--- src/rtl/if_fetch.sv ---
// if_fetch: instruction-fetch stage owning the PC, issuing req/ack word fetches
// and presenting PC_F/Instr_F/PC_Plus4_F to the IF/ID register.
module if_fetch #(
    parameter logic [31:0] RESET_PC = 32'h0000_0000
) (
    input  logic        clk,
    input  logic        reset,
    input  logic        StallF,
    input  logic        PCSrcD,
    input  logic [31:0] PCBranchD,
    input  logic        JumpD,
    input  logic [31:0] PCJumpD,
    output logic        IMemReq,
    output logic [31:0] IMemAddr,
    input  logic        IMemAck,
    input  logic [31:0] IMemRData,
    output logic [31:0] PC_F,
    output logic [31:0] Instr_F,
    output logic [31:0] PC_Plus4_F,
    output logic        Valid_F
);
    typedef enum logic [1:0] {IDLE, BUSY, DRAIN} state_t;
    state_t state, state_n;
    logic [31:0] pc, req_addr, target;
    logic redirect, slot_free, capture, load_req;

    always_comb begin
        redirect  = PCSrcD || JumpD;
        target    = PCSrcD ? PCBranchD : PCJumpD;
        slot_free = !Valid_F || !StallF;
        // Reset gating keeps a late ack from being mistaken for a live fetch.
        IMemReq   = !reset && (state != IDLE || (slot_free && !redirect));
        IMemAddr  = state == IDLE ? pc : req_addr;
        capture   = IMemReq && IMemAck && !redirect && state != DRAIN;
        load_req  = state == IDLE && IMemReq && !IMemAck;
        state_n   = state == IDLE ? (load_req ? BUSY : IDLE) :
                    IMemAck ? IDLE :
                    (state == BUSY && redirect) ? DRAIN : state;
    end

    always_ff @(posedge clk) begin
        if (reset) begin
            state      <= IDLE;
            pc         <= RESET_PC;
            req_addr   <= 32'h0;
            Valid_F    <= 1'b0;
            Instr_F    <= 32'h0;
            PC_F       <= RESET_PC;
            PC_Plus4_F <= RESET_PC + 32'd4;
        end else begin
            state <= state_n;
            if (load_req)
                req_addr <= pc;
            if (Valid_F && !StallF)
                Valid_F <= 1'b0;
            if (capture) begin
                Instr_F    <= IMemRData;
                PC_F       <= IMemAddr;
                PC_Plus4_F <= IMemAddr + 32'd4;
                Valid_F    <= 1'b1;
                pc         <= IMemAddr + 32'd4;
            end
            if (redirect) begin
                Valid_F <= 1'b0;
                pc      <= target;
            end
        end
    end
endmodule

--- config.mk ---
export PLATFORM = sky130hd
export DESIGN_NAME = if_fetch
export DESIGN_NICKNAME = d
export VERILOG_FILES = /design/src/rtl/if_fetch.sv
export SDC_FILE = /design/constraint.sdc
export NUM_CORES = 1
export LEC_CHECK = 0
export ABC_AREA = 1
export BUFFER_PORTS_ARGS = -buffer_cell sky130_fd_sc_hd__buf_4
export CAP_MARGIN = 20
export CORE_ASPECT_RATIO = 0.8
export CORE_MARGIN = 4
export CORE_UTILIZATION = 51
export CTS_BUF_LIST = sky130_fd_sc_hd__clkbuf_16
export CTS_CLUSTER_SIZE = 40
export DETAILED_ROUTE_END_ITERATION = 8
export GPL_TIMING_DRIVEN = 0
export PLACE_DENSITY = 0.8
export SETUP_SLACK_MARGIN = 0.3
export SYNTH_ARGS = -nofsm -noshare
export SYNTH_HDL_FRONTEND = slang
export SYNTH_SLANG_ARGS = --single-unit
--- constraint.sdc ---
create_clock -name clk -period 2.4 [get_ports clk]
set_input_delay 0.12 -clock clk [delete_from_list [all_inputs] [get_ports clk]]
set_output_delay 0.12 -clock clk [all_outputs]
set_load 0.005 [all_outputs]
After elaboration in Yosys (flattened, before gate mapping)

Cells that the tools add are included.

Add/sub/neg operators: 1
Equality and inequality tests: 2
Muxes and demuxes: 10
Reduce and logical (&&, ||, !) cells: 23

Operators by type and width:

| operator                                                               | number |
|---|---|
| 32-bit two-way mux                                                     | 4 |
| 32-bit by 3-bit adder with 32-bit output (second input constant)       | 1 |
| 1-bit logical AND                                                      | 9 |
| 2-bit two-way mux                                                      | 3 |
| 2-bit nonzero test                                                     | 3 |
| 1-bit logical NOT                                                      | 5 |
| 1-bit logical OR                                                       | 3 |
| 1-bit two-way mux                                                      | 3 |
| 3-bit nonzero test                                                     | 1 |
| 2-bit by 1-bit equality test with 1-bit output (second input constant) | 1 |
| 2-bit logical NOT                                                      | 1 |
| 2-bit != test (second input constant)                                  | 1 |
| 2-bit OR reduction                                                     | 1 |

Bits in registers: 163
Input port bits: 102
Output and inout bits: 130
Word-level logic and storage cells: 43

Longest topological paths before layout

Word-level depth: 10
Depth in mapped cells: 14

Least setup slack after synthesis

No wires, ideal clock.

Kind: register to register
From: register state[1]
To: register PC_Plus4_F[14]
Arrival: 1.751 ns
Slack: 0.517 ns
Cell stages (with the launch flop): 13
Buffers on the path: 1
Period minus slack after synthesis: 1.883 ns
Cell sequence: dfxtp_1 > nor2_4 > buf_6 > nand2_1 > nand2_1 > ha_1 > nand2_1 > nor2_2 > nand2_2 > nor2_2 > o21ai_0 > o21ai_0 > a21oi_1

RTL lines:

| item                                     | RTL line | text |
|---|---|---|
| start: declaration                       | 23       | `state_t state, state_n;` |
| start signal: assignment                 | 51       | `state <= state_n;` |
| 2-bit logical NOT                        | 33       | `IMemAddr = state == IDLE ? pc : req_addr;` |
| 32-bit two-way mux                       | 33       |  |
| named net IMemAddr[3]                    | 14       | `output logic [31:0] IMemAddr,` |
| 32-bit by 3-bit adder with 32-bit output | 59       | `PC_Plus4_F <= IMemAddr + 32'd4;` |
| end signal: assignment                   | 49       | `PC_Plus4_F <= RESET_PC + 32'd4;` |
| end signal: assignment                   | 59       |  |
| end: declaration                         | 19       | `output logic [31:0] PC_Plus4_F,` |

The timed path passes the listed nets, and every way through them passes these cells.
A chain may end at the register's enable or synchronous reset.

Worst setup path after layout

From: register state[1]
To: register pc[8]

Word-level cells in the longest chain between the ends: 7

Ends and longest elaborated chain:

| item                                                                                             | RTL line | text |
|---|---|---|
| parallel branches: the longest is 7 deep, another holds 32-bit by 3-bit adder with 32-bit output | -        |  |
| end signal: assignment                                                                           | 61       | `pc <= IMemAddr + 32'd4;` |
| end signal: assignment                                                                           | 65       | `pc <= target;` |
| end: declaration                                                                                 | 24       | `logic [31:0] pc, req_addr, target;` |

Several ways; the timed one is not identified. The select of a mux whose other input is x is not followed.

==> out/metrics.sh <==
POST_SYNTH_CELL_TYPES=30
GLOBALROUTEMET3UTIL=0.0881
SYNTH-COMPOUND-AREA-SHARE=0.176
SYNTH-XOR-AREA-SHARE=0.00121
VDD_IR_DROP_MAX_uV=581
SYNTHTOPCELLSBYCOUNT='301 x sky130_fd_sc_hd__nand2_1, 162 x sky130_fd_sc_hd__nor2_1, 161 x sky130_fd_sc_hd__dfxtp_1'
FIN_CELLS=1559
WORST_PIN_SLEW_NS=0.819
FINAL_WORST_CLOCK_SKEW_NS=0.0125
R2R_CELLS=9
DRIVE_GT1_FRAC=0.305
HOLDWS_NS=0.00107
NFILLCELLS=1021
CRITICAL_PATH.SLOWEST_CELL='sky130_fd_sc_hd__dfxtp_4'
SYNTH_TOP_CELL_BY_AREA='sky130_fd_sc_hd__dfxtp_1'
FINAL_NUMBER_OF_MAX_TRANSITION_VIOLATIONS=0
ANTENNA_VIOLATIONS_BEFORE_REPAIR=0
ASYNCSETRESETFLOPFRACSYNTH=0
GRT_PASS1_WL_UM=42000
WORST_EP_REQUIRED_TIME_NS=2.70
PERIOD_SHARE=0.871
SYNTH_NETS=1156
WORST_R2R_STARTPOINT='state[1]$_SDFFE_PP0P_'
CRIT_PATH_START_KIND='flip-flop'
YS_DOMINANT_REG_CELL='sky130_fd_sc_hd__dfxtp_1'
FLOORPLAN.INITIALDENSITY=0.527
GR-USAGE-MET1=0.432
SYNTH.FF_LATCH_COUNT=161
FLOORPLAN.ROWS=38
CORE_UM2=13700
CTS.CLK_SLEW.WORST_PATHS_NS=0.07
MIN_PATH_TYPE='in2reg'
FIRST_GLOBAL_VIAS=7952
CTS_HTREE_LEVELS=4
R2R-END='pc[8]$_SDFFE_PP0P_'
RUN_STATUS='finished clean'
WL_PER_CELL_UM=18.2
FINALHOLDVIOLCOUNT=0
GRT.BUSIEST_LAYER='met2'
ANTENNA_CELLS_INSERTED=0
PLACEDCELLCOUNT=1463
CRIT_END='pc[8]$_SDFFE_PP0P_'
LARGEST_FAMILY_OF_LOGIC_CELLS_BY_SYNTHESIZED_AREA='simple AND/OR/NAND/NOR gates'
SEQ_AREA_FRAC_SYNTH=0.446
POST-ROUTE-DRC-COUNT=0
CTS_MADE_BUFFERS=17
SYNTH.MUX.AREA_FRACTION=0
SYNTH_AREA_UM2=7220
MAXCAPVIOLCOUNT=0
CTS_TREE='built'
TRITONCTS_NUM_SINKS=161
SYNTHADDERAREAFRAC=0.00173
SYNTH_CELLS=1053
PORTBUFFERS=230
SYNTH-EDFF-COUNT=0
TIMING.CRITICAL_PATH.CELLS='nor2_4 -> buf_4 -> a21oi_2 -> nand2_1 -> buf_2 -> clkbuf_4 -> nor2_1 -> o21ai_1 -> a31oi_1'
TIMING.CRITICAL_PATH.SLOWEST_CELL_DELAY_NS=0.37
SYN_TO_FINAL_GROWTH_PCT=47.6
DRT_ITER0_DRC=907
SETUP-VIOLATIONS-FINAL=0
SYNTH_AREA_PER_CELL_UM2=6.86
CRITICAL_PATH.STARTPOINT='state[1]$_SDFFE_PP0P_'
YOSYSMOSTFREQUENTCELL='sky130_fd_sc_hd__nand2_1'
GRT_MAX_DEGREE=17
CLOCK_INSERTION_DELAY_WORST_SKEW_NS=0.44
SETUP.WORST_PATH.CLASS='reg2reg'
YOSYSTOPAREACELLSHARE=0.446
GRT_SETUP_UNREPAIRED='yes'
POWER_DENSITY_nW_PER_UM2=595
GRT_USE_TOTAL=0.333
GLOBALROUTEMET2UTIL=0.534
DIE_HEIGHT_UM=114
GP_CONGESTION=0.983
SYNTH_AREA_LEADERS='sky130_fd_sc_hd__dfxtp_1 45%, sky130_fd_sc_hd__nand2_1 16%, sky130_fd_sc_hd__nor2_1 8.4%, sky130_fd_sc_hd__o21ai_0 7.2%, sky130_fd_sc_hd__a21oi_1 5.2%'
POWER_mW=6.35
P_LEAK_nW=4.82
ROUTE.FINAL.WIRE_LENGTH_UM=28400
CP_DATA_ARRIVAL_TIME_NS=2.39
CLOCKROOTBUFFER='sky130_fd_sc_hd__clkbuf_16'
CP-END-KIND='flip-flop'
FLOORPLAN.IO_PINS=232
FINAL_PERIOD_MINUS_WORST_SETUP_SLACK_NS=2.09
CRITICAL_PATH_FANOUTS_MAX=10
VIAS_PER_CELL=5.55
FF2FF_SETUP_SLACK_NS=0.31
DP.FINAL_HPWL_UM=19700
CLOCKBUFFERDEPTH=2
FP.DIEAREA_UM2=16100
GRT_OVERFLOW_TOTAL=0
DRTANTENNAVIOLNETS=0
DRT_FIRST_PASS_ITERS=6
MAX-SLEW-MARGIN-REL=0.454
DIE_X_UM=141
FINALSETUPTNS_NS=0
FMAXACHIEVABLE_MHz=478
ROUTE.VIAS.TOTAL=8657
YOSYS.AREA_SHARE.SIMPLE=0.304
DESIGN.FINAL.NETS=1470
SYNTHESIS.YOSYS.WARNINGS=0
-- critical path, delay by kind of cell (launching register included) --
kind	cells	cell delay (ns)
AND/OR/NAND/NOR	3	0.31
AO/OA/AOI/OAI	3	0.52
flip-flops	1	0.37
buffers and inverters	3	0.75
-- metal layers --
metal  wire, um  part of all wire
met1      11200              0.40
met2      12600              0.44
met3       3540              0.12
met4       1050             0.037
met5          0                 0
-- cells in the final DEF, fill, tap and decap left out, drive strengths merged, types with 3 or more instances in the layout --
cell / synthesis / layout
a21oi: 76 / 76
a22oi: 32 / 32
a31oi: 12 / 12
buf: 29 / 283
clkbuf: 33 / 57
clkinv: 0 / 5
clkinvlp: 0 / 3
dfxtp: 161 / 161
dlygate4sd3: 0 / 34
inv: 58 / 62
nand2: 323 / 323
nand3: 31 / 31
nand4: 4 / 4
nor2: 178 / 178
o21ai: 108 / 108
-- power breakdown --
group	internal (mW)	switching, mW
clock	1.54	1.21
sequential	2.74	0.0520
combinational	0.365	0.432
-- metrics by stage --
stage | instance area [um2] | setup WS (ns) | utilization
floorplan | 7220 | 0.517 | -
global placement | 9170 | -0.0518 | 0.670
detailed placement | 9170 | -0.113 | 0.670
CTS | 10300 | 0.233 | 0.753
global route | 10700 | 0.248 | 0.778
finish | 10700 | 0.309 | 0.778
-- final cells by class --
cell class | instances | area [um2] | area share
Buffer | 62 | 340 | 0.0319
Clock buffer | 17 | 425 | 0.0399
Clock inverter | 14 | 158 | 0.0148
Inverter | 58 | 218 | 0.0204
Multi-Input combinational cell | 772 | 3750 | 0.352
Sequential cell | 161 | 3230 | 0.303
Tap cell | 180 | 225 | 0.0211
Timing Repair Buffer | 295 | 2310 | 0.217
-- cell families after synthesis --
family / Yosys count
AND/OR/NAND/NOR: 539
AO/OA/AOI/OAI: 231
flip-flops: 161
buffers and inverters: 120
XOR/XNOR: 1
adder cells (fa/ha/maj): 1
-- what timing repair did --
action / CTS / global route
resized for setup: 37 / 74
hold endpoints to repair: 33 / 0
hold buffers: 34 / 0
endpoints found under the setup margin: 75 / 132
pin swaps: 7 / 21
setup buffers: 13 / 18
-- registers in the layout, indices dropped and copies added (netlist names) --
register and count:
state 2, Instr_F 32, PC_Plus4_F 30, pc 32
req_addr 32, Valid_F 1, PC_F 32
-- how the worst min path moves through the flow --
stage	end	cells after the start	slack (ns)	start
global placement	state[1]$_SDFFE_PP0P_	2	0.34	IMemAck
finish	pc[28]$_SDFFE_PP0P_	5	0.001	PCJumpD[28]
detailed placement	state[1]$_SDFFE_PP0P_	2	0.34	IMemAck
global route	pc[25]$_SDFFE_PP0P_	5	0.03	PCJumpD[25]
floorplan	state[1]$_SDFFE_PP0P_	1	0.21	IMemAck
CTS	pc[28]$_SDFFE_PP0P_	5	0.008	PCJumpD[28]
(Power assumes the default switching activity.)
